## src/rtl/timer_dev_pkg.sv

```systemverilog
// timer_dev_pkg: register offsets, CTRL bit positions, FSM state and mode codes shared by the timer and bridge.
package timer_dev_pkg;
    localparam logic [1:0] TMR_CTRL    = 2'b00;
    localparam logic [1:0] TMR_PRESET  = 2'b01;
    localparam logic [1:0] TMR_COUNT   = 2'b10;
    localparam int         EN          = 0;
    localparam int         MODE        = 1;
    localparam int         IM          = 3;
    localparam logic [1:0] IDLE        = 2'd0;
    localparam logic [1:0] LOAD        = 2'd1;
    localparam logic [1:0] CNT         = 2'd2;
    localparam logic [1:0] INT         = 2'd3;
    localparam logic [1:0] MODE_RELOAD = 2'b01;
endpackage

```

## src/rtl/timer_dev.sv

```systemverilog
// timer_dev: memory-mapped down-counting timer raising IRQ on HWInt[2].
// Define TIMER_AUTO_RELOAD_EN to make mode 01 auto-reload; otherwise every mode is one-shot.
module timer_dev
    import timer_dev_pkg::*;
#(
    parameter logic [31:0] PRESET_INIT = 32'd0
) (
    input  logic        clk,
    input  logic        reset,
    input  logic [31:0] Addr,
    input  logic        WE,
    input  logic [31:0] Din,
    output logic [31:0] Dout,
    output logic        IRQ
);
`ifdef TIMER_AUTO_RELOAD_EN
    localparam bit RELOAD_EN = 1'b1;
`else
    localparam bit RELOAD_EN = 1'b0;
`endif
    logic [3:0]  ctrl;
    logic [31:0] preset;
    logic [31:0] count;
    logic [1:0]  state;
    logic        irq_flag;
    logic        reload;
    logic        ctrl_wr;
    logic        preset_wr;
    logic        unused_addr;
    assign unused_addr = ^{Addr[31:4], Addr[1:0]};
    assign ctrl_wr     = WE && Addr[3:2] == TMR_CTRL;
    assign preset_wr   = WE && Addr[3:2] == TMR_PRESET;
    assign reload      = RELOAD_EN && ctrl[MODE+:2] == MODE_RELOAD;
    assign IRQ         = ctrl[IM] & irq_flag;
    assign Dout        = Addr[3:2] == TMR_CTRL   ? {28'd0, ctrl} :
                         Addr[3:2] == TMR_PRESET ? preset :
                         Addr[3:2] == TMR_COUNT  ? count : 32'd0;
    // A CTRL write overrides whatever the FSM would have done this cycle.
    always_ff @(posedge clk) begin
        if (reset) begin
            ctrl     <= '0;
            preset   <= PRESET_INIT;
            count    <= '0;
            state    <= IDLE;
            irq_flag <= 1'b0;
        end else if (ctrl_wr) begin
            ctrl     <= Din[3:0];
            irq_flag <= 1'b0;
            state    <= IDLE;
        end else begin
            if (preset_wr)
                preset <= Din;
            case (state)
                IDLE: if (ctrl[EN]) state <= LOAD;
                LOAD: begin
                    count <= preset;
                    state <= CNT;
                end
                CNT: begin
                    if (!ctrl[EN])
                        state <= IDLE;
                    else if (count > 32'd1)
                        count <= count - 32'd1;
                    else begin
                        count    <= '0;
                        irq_flag <= 1'b1;
                        state    <= INT;
                    end
                end
                default: begin
                    state <= IDLE;
                    if (reload)
                        irq_flag <= 1'b0;
                    else
                        ctrl[EN] <= 1'b0;
                end
            endcase
        end
    end
endmodule

```

## config.mk

```make
export PLATFORM = sky130hd
export DESIGN_NAME = timer_dev
export DESIGN_NICKNAME = d
export VERILOG_FILES = /design/src/rtl/timer_dev_pkg.sv /design/src/rtl/timer_dev.sv
export SDC_FILE = /design/constraint.sdc
export NUM_CORES = 1
export LEC_CHECK = 0
export CORE_ASPECT_RATIO = 1.4
export CORE_UTILIZATION = 53
export DETAILED_ROUTE_END_ITERATION = 7
export HOLD_SLACK_MARGIN = 0.1
export PLACE_DENSITY = 0.86
export SLEW_MARGIN = 20
export SYNTH_ARGS = -nofsm -noshare
export SYNTH_HDL_FRONTEND = slang
export SYNTH_SLANG_ARGS = --single-unit
```

## constraint.sdc

```tcl
create_clock -name clk -period 5.3 [get_ports clk]
set_input_delay 0.53 -clock clk [delete_from_list [all_inputs] [get_ports clk]]
set_output_delay 0.53 -clock clk [all_outputs]
set_load 0.01 [all_outputs]
```

==> Yosys cells after proc, flatten, opt, wreduce, memory -nomap -nowiden <==
Cells that the tools add are included.
{ "word_totals": {"wordCells": 42, "ff_bits": 71, "out_inout_bits": 33} }
{ "classes": {"bitwise_logic": 3, "reduce_logical": 11, "eq_ne": 8, "mux": 12, "add_sub_neg": 1, "n_lt_le_gt_ge": 1} }
{ "op_table": {"columns": ["op", "count"], "rows": [
  ["$mux 32", 5],
  ["$pmux 32 s2", 1],
  ["$gt 32x1->1 const B", 1],
  ["$sub 32x1->32 const B", 1],
  ["$mux 2", 3],
  ["$pmux 2 s3", 1],
  ["$reduce_and 3->1", 2],
  ["$eq 2x1->1 const B", 2],
  ["$eq 2x2->1 const B", 2],
  ["$logic_not 2->1", 2],
  ["$ne 2x2->1 const B", 2],
  ["$reduce_and 2->1", 2],
  ["$ne 3x3->1 const B", 1],
  ["$reduce_or 3->1", 1],
  ["$logic_and 1x1->1", 2],
  ["$mux 1", 2],
  ["$ne 2x1->1 const B", 1],
  ["$not 1->1", 2],
  ["$reduce_bool 2->1", 1],
  ["$reduce_or 2->1", 1],
  ["$and 1x1->1", 1]
]} }

==> Longest topological paths before layout <==
Gate-level depths: netlist of run 1.
{ "depth": {"depth_word": 4, "ltp_mapped": 8, "depth_no_buf": 7} }

==> Worst setup path after synthesis of run 1 <==
OpenSTA, ideal clock, no wires.
{ "synth_timing": {"kind": "input to output", "startpoint": "input Addr[3]", "endpoint": "output Dout[11]", "cell_stages": 5, "arrival_ns": 1.771, "path_buffers": 3, "setup_slack_ns": 2.999, "required_time_ns": 4.770, "cell_sequence": "clkbuf_1 > nor2b_1 > clkbuf_1 > buf_1 > a22o_1"} }
{ "synth_via": {"elab_chain_len": 4, "elab_cells_between_ends": 6} }
{ "synth_lines": {"columns": ["element", "line_no", "text"], "rows": [
  ["from (decl)", "timer_dev.sv:10", "input logic [31:0] Addr,"],
  ["$eq 2x2->1", "timer_dev.sv:37", "Addr[3:2] == TMR_COUNT ? count : 32'd0;"],
  ["$mux 32", "timer_dev.sv:37", null],
  ["$mux 32", "timer_dev.sv:36", "Addr[3:2] == TMR_PRESET ? preset :"],
  ["$mux 32 *", "timer_dev.sv:35", "assign Dout = Addr[3:2] == TMR_CTRL ? {28'd0, ctrl} :"],
  ["to (decl)", "timer_dev.sv:13", "output logic [31:0] Dout,"]
]} }
Every way passes the cells marked *; elsewhere a longest branch is shown, timed or not.

==> Final worst setup path of run 1 <==
{ "layout_timing": {"startpoint": "input Addr[3]", "endpoint": "output Dout[31]"} }
The elaborated chain is that of the path after synthesis.

==> results of run 1 <==
logic make-up after synthesis:
kind of cell,Yosys count
AND/OR/NAND/NOR,208
AO/OA/AOI/OAI,160
flip-flops,71
buffers and inverters,56
multiplexers,10
adder cells (fa/ha/maj),2
flip-flops by register name, summed over array words and instances (netlist names):
name,count
irq_flag,1
count,32
state,2
ctrl,4
preset,32
tightest hold or removal path: cells and delay by family (launching register included):
| family | cells | cell delay, ns |
|---|---|---|
| flops | 1 | 0.32 |
| compound gates | 1 | 0.05 |
| simple gates | 1 | 0.05 |
cells in the mapped netlist, drive strengths merged (4+ instances only):
cell type	n	area [sq um]
o211ai	5	37.5
dfxtp	71	1420
nand2	97	364
a22oi	6	45.0
nor4	15	93.8
or4	7	52.6
a22o	31	272
nand4	6	37.5
a31oi	8	50.1
and3	5	31.3
o21ai	12	60.1
nor3	12	65.1
buf	6	33.8
nor2	20	75.1
inv	10	37.5
mux2i	10	100
o32ai	4	35.0
o22ai	5	31.3
o31ai	8	73.8
or2	5	31.3
nand3	14	70.1
a21oi	50	250
a32o	4	40.0
or3	12	75.1
clkbuf	39	146
report_power, final:
part / internal, W / total [W] / switching [W]
Sequential: 0.000544 / 0.000552 / 0.00000858
Clock: 0.000173 / 0.000364 / 0.000191
Combinational: 0.0000559 / 0.000127 / 0.0000708
per-layer routing:
layer | global-route usage | wire length [microns]
met4 | 0.151 | 290
met1 | 0.378 | 4500
met2 | 0.497 | 5620
met5 | 0 | 0
met3 | 0.0224 | 722
worst max path at each step:
stage | from | endpoint | slack (ns) | cells past startpoint
2_1_floorplan | Addr[3] | Dout[11] | 3.00 | 5
3_3_place_gp | Addr[3] | Dout[31] | 1.69 | 4
3_5_place_dp | Addr[3] | Dout[31] | 1.61 | 4
4_1_cts | Addr[3] | Dout[31] | 1.60 | 4
5_1_grt | Addr[3] | Dout[31] | 1.92 | 4
6_report | Addr[3] | Dout[31] | 2.01 | 4
cell type report:
cell class | count | area (sq um)
Timing Repair Buffer | 76 | 738
Tap cell | 95 | 119
Clock buffer | 11 | 141
Inverter | 11 | 41.3
Multi-Input combinational cell | 380 | 2270
Fill cell | 619 | 2280
Sequential cell | 71 | 1420
Clock inverter | 2 | 10.0
through the flow:
stage | util | setup WS, ns | hold WS [ns]
3_5_place_dp | 0.652 | 1.61 | 0.462
2_1_floorplan | - | 3.00 | 0.432
4_1_cts | 0.674 | 1.60 | 0.471
3_3_place_gp | 0.652 | 1.69 | 0.457
6_report | 0.675 | 2.01 | 0.470
5_1_grt | 0.675 | 1.92 | 0.493
==> run summary, run 1 <==
run status = finished, final reports clean
Setup Skew = 0.00693 ns
Seq/Total Area, Yosys = 0.364
RSZ-0062 raised after global routing = no
Hold WC Path Type = reg -> reg
IR drop worst, VDD = 0.156 mV
syn nets = 576
clk sinks = 71
Die W = 74.5 microns
Max Freq = 304 MHz
count of cell types in the netlist = 54
I/O Pins = 100
clk_lat worst skew = 0.35 ns
adder-cell share of the synthesized area = 0.00641
Pwr Total = 0.00104 W
WP data required = 4.77 ns
Primary FF master, synth = dfxtp_1
CTS H-tree lvls = 3
slowest stage delay, CP = 0.70 ns
dpl hpwl = 7.06 mm
Power Density = 220 mW/mm^2
CTS root buffer = clkbuf_8
Non-Filler Instances = 646
post-CTS setup buffer count = 0
vias per inst = 6.33
Worst Path Buf+Inv = 2
Diodes inserted = 0
FF+latch count, synth = 71
die height = 104 microns
first-pass GRT wire length = 18.4 mm
CP Class = in -> out
CTS tree = yes
wire per inst = 17.2 microns
Startpoint Class = input port
gr ovfl total = 0
clk buf depth = 2
CTS Hold Bufs = 0
Inserted Clock Buffers = 9
GR Util All Layers = 0.299
Yosys Warn Count = 0
Leakage = 1.71 nW
Final setup violation count = 0
R2R Setup Slk = 2.16 ns
hold path endpoint = preset[10]$_SDFFE_PP0P_
Iteration-0 DRC Markers = 333
r2r endpoint = count[22]$_SDFFE_PP0P_
Residual DRC = 0
input/output buffers = 69
post-CTS sizing = 0
Setup crit end kind = primary output
hold_sp = preset[10]$_SDFFE_PP0P_
drt pass-1 iters = 5
Finished Cell Area = 0.00474 sq mm
Cells after Synth = 507
Detail Route Antenna Nets = 0
total die area = 0.00772 sq mm
pin count of the biggest net entering global routing = 64
clock-pin slew on the worst setup and hold paths = 0.07 ns
Mean Syn Cell Area = 7.70 sq um
R2R Path Start = count[0]$_SDFFE_PP0P_
r2r worst-path depth = 7
final worst path period need = 3.29 ns
Simple-Gate Fraction of Synth Area = 0.259
share of cells above drive strength 1 = 0.0617
largest family of logic cells by synthesized area = compound AO/OA/AOI/OAI gates
Max Cap Viol = 0
core area = 0.00703 sq mm
Final period util = 0.620
fin. max-slew vios = 0
post-synthesis compound-gate area fraction = 0.288
most frequent cells in the layout = nand2_1, dfxtp_1, clkdlybuf4s50_1
NumNets Final = 618
initial antenna violation count = 0
final setup TNS = 0 ns
wire length reported by the detailed router = 11.1 mm
initial core utilization = 0.555
Slowest cell on crit path = clkdlybuf4s50_1
GP Congestion = 0.923
Min-Delay Path Depth = 2
Final Hold Fails = 0
xor/xnor share of the synthesized area = 0
Rows = 36
Worst-Margin Slew = 1.15 ns
Cell Area, Placed = 0.00458 sq mm
CP most frequent cell = clkdlybuf4s50_1
crit-path leading delay family = buffers and inverters
area delta synth->final = 21.5%
Via Count = 4089
vias in the first global route = 3873
ys async rst share = 0
mapped cell area = 0.00390 sq mm
crit-path cells = clkdlybuf4s50_1, nor2b_4, a22o_1, clkdlybuf4s50_1
CP Max Fanout = 28
EDFF count, synth = 0
placed insts = 633
critical path arrival = 2.76 ns
mux contribution to synthesized area = 0.0256
most common cell after layout, fill and taps aside = nand2_1
relative slew slack = 0.223
Note: power is estimated with default switching activity, not from simulation.
==> run 2, diff against run 1 <==
--- a/config.mk
+++ b/config.mk
@@ -6,10 +6,10 @@
 export NUM_CORES = 1
 export LEC_CHECK = 0
 export CORE_ASPECT_RATIO = 1.4
-export CORE_UTILIZATION = 53
+export CORE_UTILIZATION = 49
 export DETAILED_ROUTE_END_ITERATION = 7
 export HOLD_SLACK_MARGIN = 0.1
-export PLACE_DENSITY = 0.86
+export PLACE_DENSITY = 0.8
 export SLEW_MARGIN = 20
 export SYNTH_ARGS = -nofsm -noshare
 export SYNTH_HDL_FRONTEND = slang
==> constraint.sdc (replaced) <==
create_clock -name clk -period 3.2 [get_ports clk]
set_input_delay 0.32 -clock clk [delete_from_list [all_inputs] [get_ports clk]]
set_output_delay 0.32 -clock clk [all_outputs]
set_load 0.01 [all_outputs]
==> run 2 against run 1 <==
  * Combinational power is 71% higher
  * Sequential share of layout area is 0.89 points lower
  * Core utilization is 4.4 points lower
  * Global-route usage is 1.6 points lower
  * Die area is 8.0% higher
  * Flip-flop and latch count stayed put
  * Final area is 3.1% higher
  * Critical path depth is 1 higher
  * Register-to-register slack worse by 1.6 ns
  * Via count hardly changed
  * Count of clock-buffer cells in the layout is 2 higher
  * Hold slack better by 0.0024 ns
  * Largest cell class unchanged
  * Largest power group unchanged
==> run summary, run 2 (synthesis gave the netlist of run 1 again) <==
clk sinks = 71 (unchanged)
relative slew slack = 0.449 (was 0.223)
Inserted Clock Buffers = 9 (unchanged)
post-CTS sizing = 0 (unchanged)
GP Congestion = 0.910 (was 0.923)
Leakage = 1.79 nW (was 1.71 nW)
Final period util = 0.840
run status = finished, final reports clean (unchanged)
post-layout worst setup margin = 0.513 ns (was 2.01 ns)
dpl hpwl = 7.45 mm (was 7.06 mm)
Largest regs = count: 32 flops, preset: 32 flops, ctrl: 4 flops (unchanged)
CP most frequent cell = a32o_1 (was clkdlybuf4s50_1)
Comb power frac = 0.115 (was 0.121)
Startpoint Class = register (was input port)
first-pass GRT wire length = 19.0 mm (was 18.4 mm)
core area = 0.00775 sq mm (was 0.00703 sq mm)
drt pass-1 iters = 5 (unchanged)
CTS root buffer = clkbuf_8 (unchanged)
wire per inst = 17.2 microns (about the same)
pre-CTS setup slack = 0.540 ns (was 1.61 ns)
crit-path cells = nor4_1, nand4_1, o31a_1, a32o_1, a32o_1 (was clkdlybuf4s50_1, nor2b_4, a22o_1, clkdlybuf4s50_1)
clk buf depth = 2 (unchanged)
CTS tree = yes (unchanged)
final worst path period need = 2.69 ns
CTS Hold Bufs = 0 (unchanged)
Iteration-0 DRC Markers = 312 (was 333)
Final Hold Fails = 0 (unchanged)
GR Util All Layers = 0.283 (was 0.299)
clock power share = 0.400 (was 0.349)
gr ovfl total = 0 (unchanged)
Detail Route Antenna Nets = 0 (unchanged)
wire length reported by the detailed router = 11.4 mm (was 11.1 mm)
Cell Area, Placed = 0.00468 sq mm (was 0.00458 sq mm)
RSZ-0062 raised after global routing = no (unchanged)
CTS H-tree lvls = 3 (unchanged)
input/output buffers = 69 (unchanged)
NumNets Final = 628 (was 618)
fin. max-slew vios = 0 (unchanged)
Diodes inserted = 0 (unchanged)
vias per inst = 6.16 (was 6.33)
Worst-Margin Slew = 0.826 ns (was 1.15 ns)
Min-Delay Path Depth = 2 (unchanged)
I/O Pins = 100 (unchanged)
Max Cap Viol = 0 (unchanged)
WP data required = 3.44 ns (was 4.77 ns)
final setup TNS = 0 ns (unchanged)
Rows = 38 (was 36)
pin count of the biggest net entering global routing = 63 (was 64)
CP Class = reg -> reg (was in -> out)
Setup crit end kind = register (was primary output)
r2r worst-path depth = 5 (was 7)
switching pwr = 0.000467 W (was 0.000270 W)
clk_lat worst skew = 0.35 ns (about the same)
Max Freq = 372 MHz
Finished Cell Area = 0.00489 sq mm (was 0.00474 sq mm)
critical path arrival = 2.93 ns (was 2.76 ns)
Pwr Total = 0.00189 W (was 0.00104 W)
most common cell after layout, fill and taps aside = nand2_1 (unchanged)
Setup Skew = 0.00625 ns (was 0.00693 ns)
internal power = 0.00142 W (was 0.000773 W)
IR drop worst, VDD = 0.279 mV (was 0.156 mV)
clock-pin slew on the worst setup and hold paths = 0.07 ns (about the same)
slowest stage delay, CP = 0.65 ns (was 0.70 ns)
most frequent cells in the layout = nand2_1, dfxtp_1, clkdlybuf4s50_1 (unchanged)
vias in the first global route = 4015 (was 3873)
Final setup violation count = 0 (unchanged)
Die W = 77.4 microns (was 74.5 microns)
share of cells above drive strength 1 = 0.0816 (was 0.0617)
Residual DRC = 0 (unchanged)
part of the power in registers = 0.485 (was 0.529)
switching share of power = 0.247 (was 0.259)
post-CTS setup buffer count = 0 (unchanged)
Slowest cell on crit path = o31a_1 (was clkdlybuf4s50_1)
area delta synth->final = 25.2% (was 21.5%)
initial antenna violation count = 0 (unchanged)
total die area = 0.00833 sq mm (was 0.00772 sq mm)
die height = 108 microns (was 104 microns)
Hold WC Path Type = reg -> reg (unchanged)
placed insts = 648 (was 633)
Non-Filler Instances = 664 (was 646)
Via Count = 4091 (was 4089)
initial core utilization = 0.504 (was 0.555)
CP Max Fanout = 17 (was 28)
Power Density = 386 mW/mm^2 (was 220 mW/mm^2)
==> run 2: cell types whose count changed in the layout (fill, tap and decap cells not counted), sizes merged <==
cell / delta
buf: +10
clkbuf: +2
bufinv: +1
==> run 2: critical path: cells and delay by family (launching register included) <==
family | cells | cell delay [ns]
compound gates | 3 | 1.22
flops | 1 | 0.38
simple gates | 2 | 0.99
==> run 2: stage by stage <==
stage	utilization	hold WS [ns]
after global routing	0.631	0.497
after detailed placement	0.604	0.459
after CTS	0.631	0.469
after global placement	0.604	0.457
final	0.631	0.472
after floorplan	-	0.432
==> run 2: final timing paths <==
kind	from	slack, ns	to
worst max-delay path	count[16]$_SDFFE_PP0P_	0.51	count[2]$_SDFFE_PP0P_
worst min register to register	preset[8]$_SDFFE_PP0P_	0.47	preset[8]$_SDFFE_PP0P_
worst max register to register	count[16]$_SDFFE_PP0P_	0.51	count[2]$_SDFFE_PP0P_
worst min-delay path	preset[8]$_SDFFE_PP0P_	0.47	preset[8]$_SDFFE_PP0P_
==> run 2: final cells by class <==
| cell class | count | area [sq um] |
|---|---|---|
| fillers | 684 | 2860 |
| multi-input cells | 380 | 2260 |
| flip-flops and latches | 71 | 1420 |
| repair buffers | 86 | 826 |
| clock buffers | 13 | 169 |
| well taps | 100 | 125 |
| inverters | 11 | 41.3 |
| clock inverters | 3 | 40.0 |
==> run 2: layer usage <==
layer | global-route usage | wire length, microns
met1 | 0.331 | 4700
met2 | 0.504 | 5830
met3 | 0.0449 | 606
met4 | 0.127 | 296
met5 | 0 | 0
==> run 2: power groups by stage <==
stage | registers (W) | clock network (W) | logic (W)
2_1_floorplan | 0.000930 | 0 | 0.000121
3_3_place_gp | 0.000934 | 0 | 0.000210
3_5_place_dp | 0.000935 | 0 | 0.000214
4_1_cts | 0.000914 | 0.000766 | 0.000215
5_1_grt | 0.000917 | 0.000800 | 0.000235
6_report | 0.000915 | 0.000755 | 0.000217
==> run 3, diff against run 2 <==
--- a/config.mk
+++ b/config.mk
@@ -6,10 +6,10 @@
 export NUM_CORES = 1
 export LEC_CHECK = 0
 export CORE_ASPECT_RATIO = 1.4
-export CORE_UTILIZATION = 49
+export CORE_UTILIZATION = 45
 export DETAILED_ROUTE_END_ITERATION = 7
 export HOLD_SLACK_MARGIN = 0.1
-export PLACE_DENSITY = 0.8
+export PLACE_DENSITY = 0.77
 export SLEW_MARGIN = 20
 export SYNTH_ARGS = -nofsm -noshare
 export SYNTH_HDL_FRONTEND = slang
==> constraint.sdc (replaced) <==
create_clock -name clk -period 2.15 [get_ports clk]
set_input_delay 0.215 -clock clk [delete_from_list [all_inputs] [get_ports clk]]
set_output_delay 0.215 -clock clk [all_outputs]
set_load 0.01 [all_outputs]
==> run 3 against run 2 <==
  * The run now ends with negative setup slack left
  * Clock power increased by 99%
  * Final cell count increased by 9.9%
  * Power increased by 73%
  * Core utilization increased by 5.5 points
  * Sequential share of layout area decreased by 4.1 points
  * Via count increased by 8.3%
  * Flip-flop and latch count unchanged
  * Critical path depth increased by 1
  * Clock skew decreased by 0.00092 ns
  * Non-clock buffer count increased by 64
  * Hold slack got worse by 0.10 ns
  * Combinational power increased by 84%
  * Highest routed layer unchanged
==> run summary, run 3 (synthesis gave the netlist of run 1 again) <==
run status = finished, violations left (was finished, final reports clean)
failing checks = negative setup slack
Worst Path Buf+Inv = 1 (was 0)
total die area = 0.00905 sq mm (was 0.00833 sq mm)
IR drop worst, VDD = 0.508 mV (was 0.279 mV)
first-pass GRT wire length = 21.1 mm (was 19.0 mm)
Final Hold Slack = 0.369 ns (was 0.472 ns)
vias per inst = 6.07 (was 6.16)
CTS Hold Bufs = 0 (unchanged)
gr busiest metal = met2 (unchanged)
final setup TNS = -0.317 ns (was 0 ns)
Max Cap Viol = 0 (unchanged)
Setup Skew = 0.00532 ns (was 0.00625 ns)
Worst-Margin Slew = 0.574 ns (was 0.826 ns)
pin count of the biggest net entering global routing = 52 (was 63)
routing usage on met1 = 0.351 (was 0.331)
clk buf depth = 2 (unchanged)
Slowest cell on crit path = or4_4 (was o31a_1)
multi-input logic area = 0.00243 sq mm (was 0.00226 sq mm)
CP Class = reg -> reg (unchanged)
hold_sp = reset (was preset[8]$_SDFFE_PP0P_)
clock-pin slew on the worst setup and hold paths = 0.06 ns (was 0.07 ns)
Via Count = 4431 (was 4091)
initial antenna violation count = 0 (unchanged)
die height = 112 microns (was 108 microns)
CTS H-tree lvls = 3 (unchanged)
Largest regs = count: 32 flops, preset: 32 flops, ctrl: 4 flops (unchanged)
Iteration-0 DRC Markers = 294 (was 312)
area delta synth->final = 45.8% (was 25.2%)
wire per inst = 18.1 microns (was 17.2 microns)
Diodes inserted = 0 (unchanged)
Inserted Clock Buffers = 9 (unchanged)
GP Congestion = 0.913 (was 0.910)
CTS root buffer = clkbuf_16 (was clkbuf_8)
Rows = 39 (was 38)
Max Freq = 449 MHz (was 372 MHz)
sequential cell area = 0.00142 sq mm (about the same)
NumNets Final = 692 (was 628)
Worst setup startpoint = count[20]$_SDFFE_PP0P_ (was count[16]$_SDFFE_PP0P_)
Pwr Total = 0.00327 W (was 0.00189 W)
GR Util All Layers = 0.299 (was 0.283)
Detail Route Antenna Nets = 0 (unchanged)
most frequent cells in the layout = nand2_1, dfxtp_1, buf_4 (was nand2_1, dfxtp_1, clkdlybuf4s50_1)
initial core utilization = 0.470 (was 0.504)
input/output buffers = 69 (unchanged)
Setup crit end kind = register (unchanged)
Residual DRC = 0 (unchanged)
critical path arrival = 2.43 ns (was 2.93 ns)
wire length reported by the detailed router = 13.2 mm (was 11.4 mm)
R2R Path Start = count[20]$_SDFFE_PP0P_ (was count[16]$_SDFFE_PP0P_)
Layout fillers = 674 (was 684)
relative slew slack = 0.617 (was 0.449)
drt pass-1 iters = 5 (unchanged)
vias in the first global route = 4392 (was 4015)
clk sinks = 71 (unchanged)
Power Density = 574 mW/mm^2 (was 386 mW/mm^2)
final worst path period need = 2.23 ns (was 2.69 ns)
RSZ-0062 raised after global routing = yes (was no)
Leakage = 2.22 nW (was 1.79 nW)
Final setup violation count = 7 (was 0)
slowest stage delay, CP = 0.54 ns (was 0.65 ns)
met3 Resource Use GR = 0.0520 (was 0.0449)
core area = 0.00830 sq mm (was 0.00775 sq mm)
gr ovfl total = 0 (unchanged)
most common cell after layout, fill and taps aside = nand2_1 (unchanged)
post-layout worst setup margin = -0.0782 ns (was 0.513 ns)
dpl hpwl = 8.91 mm (was 7.45 mm)
Final period util = 1.04 (was 0.840)
I/O Pins = 100 (unchanged)
pre-CTS setup slack = -0.160 ns (was 0.540 ns)
Final Hold Fails = 0 (unchanged)
share of cells above drive strength 1 = 0.223 (was 0.0816)
crit-path cells = or4_4, or3_4, or3_4, buf_6, a32oi_2, a31oi_1 (was nor4_1, nand4_1, o31a_1, a32o_1, a32o_1)
Final Util = 0.686 (was 0.631)
CP Max Fanout = 5 (was 17)
Startpoint Class = register (unchanged)
Die W = 80.7 microns (was 77.4 microns)
met2 Usage GRT = 0.517 (was 0.504)
CP most frequent cell = or3_4 (was a32o_1)
Hold WC Path Type = in -> reg (was reg -> reg)
fin. max-slew vios = 0 (unchanged)
crit-path leading delay family = simple AND/OR/NAND/NOR gates (was compound AO/OA/AOI/OAI gates)
CTS tree = yes (unchanged)
WP data required = 2.35 ns (was 3.44 ns)
clk_lat worst skew = 0.34 ns (was 0.35 ns)
==> run 3: cell types whose count changed in the layout (fill, tap and decap cells not counted), sizes merged <==
cell,previous run,this run
clkinv,3,4
clkbuf,13,10
buf,18,82
clkinvlp,0,2
clkdlybuf4s50,68,66
dlygate4sd2,0,2
==> run 3: layout make-up <==
type / instances / share of cell area
multi-input cells: 380 / 0.427
flip-flops and latches: 71 / 0.250
repair buffers: 150 / 0.240
clock buffers: 10 / 0.0420
well taps: 102 / 0.0224
clock inverters: 6 / 0.0106
inverters: 11 / 0.00726
==> run 3: what timing repair did <==
item / in CTS / in global routing
resized for setup: 20 / 23
buffers inserted: 2 / 3
pin swaps: 13 / 12
gates cloned: 0 / 1
setup endpoints to repair: 36 / 33
==> run 3: through the flow <==
step | cell area [sq um] | std cells
after detailed placement | 5170 | 708
after CTS | 5560 | 726
final | 5690 | 730
after floorplan | 3940 | 507
after global routing | 5690 | 730
after global placement | 5170 | 708
==> run 3: worst min-delay path: cells and delay by family <==
family                 cells  cell delay, ns
AOI/OAI and AO/OA          2            0.23
buffers and inverters      2            0.22
==> run 3: per-layer routing <==
metal / up-vias / routed length (microns)
met5: - / 0
met4: 0 / 339
met3: 32 / 647
met2: 172 / 6760
met1: 2110 / 5440
li1: 2117 / -
==> run 3: where the power goes <==
| part | internal, W | switching (W) |
|---|---|---|
| clock network | 0.000923 | 0.000581 |
| logic | 0.000196 | 0.000204 |
| registers | 0.00134 | 0.0000210 |
==> run 3: worst paths after layout <==
check	to	slack (ns)	depth (start not counted)
worst max-delay path	count[5]$_SDFFE_PP0P_	-0.08	6
worst min-delay path	count[12]$_SDFFE_PP0P_	0.37	4
worst max register to register	count[5]$_SDFFE_PP0P_	-0.08	6
worst min register to register	preset[5]$_SDFFE_PP0P_	0.47	2
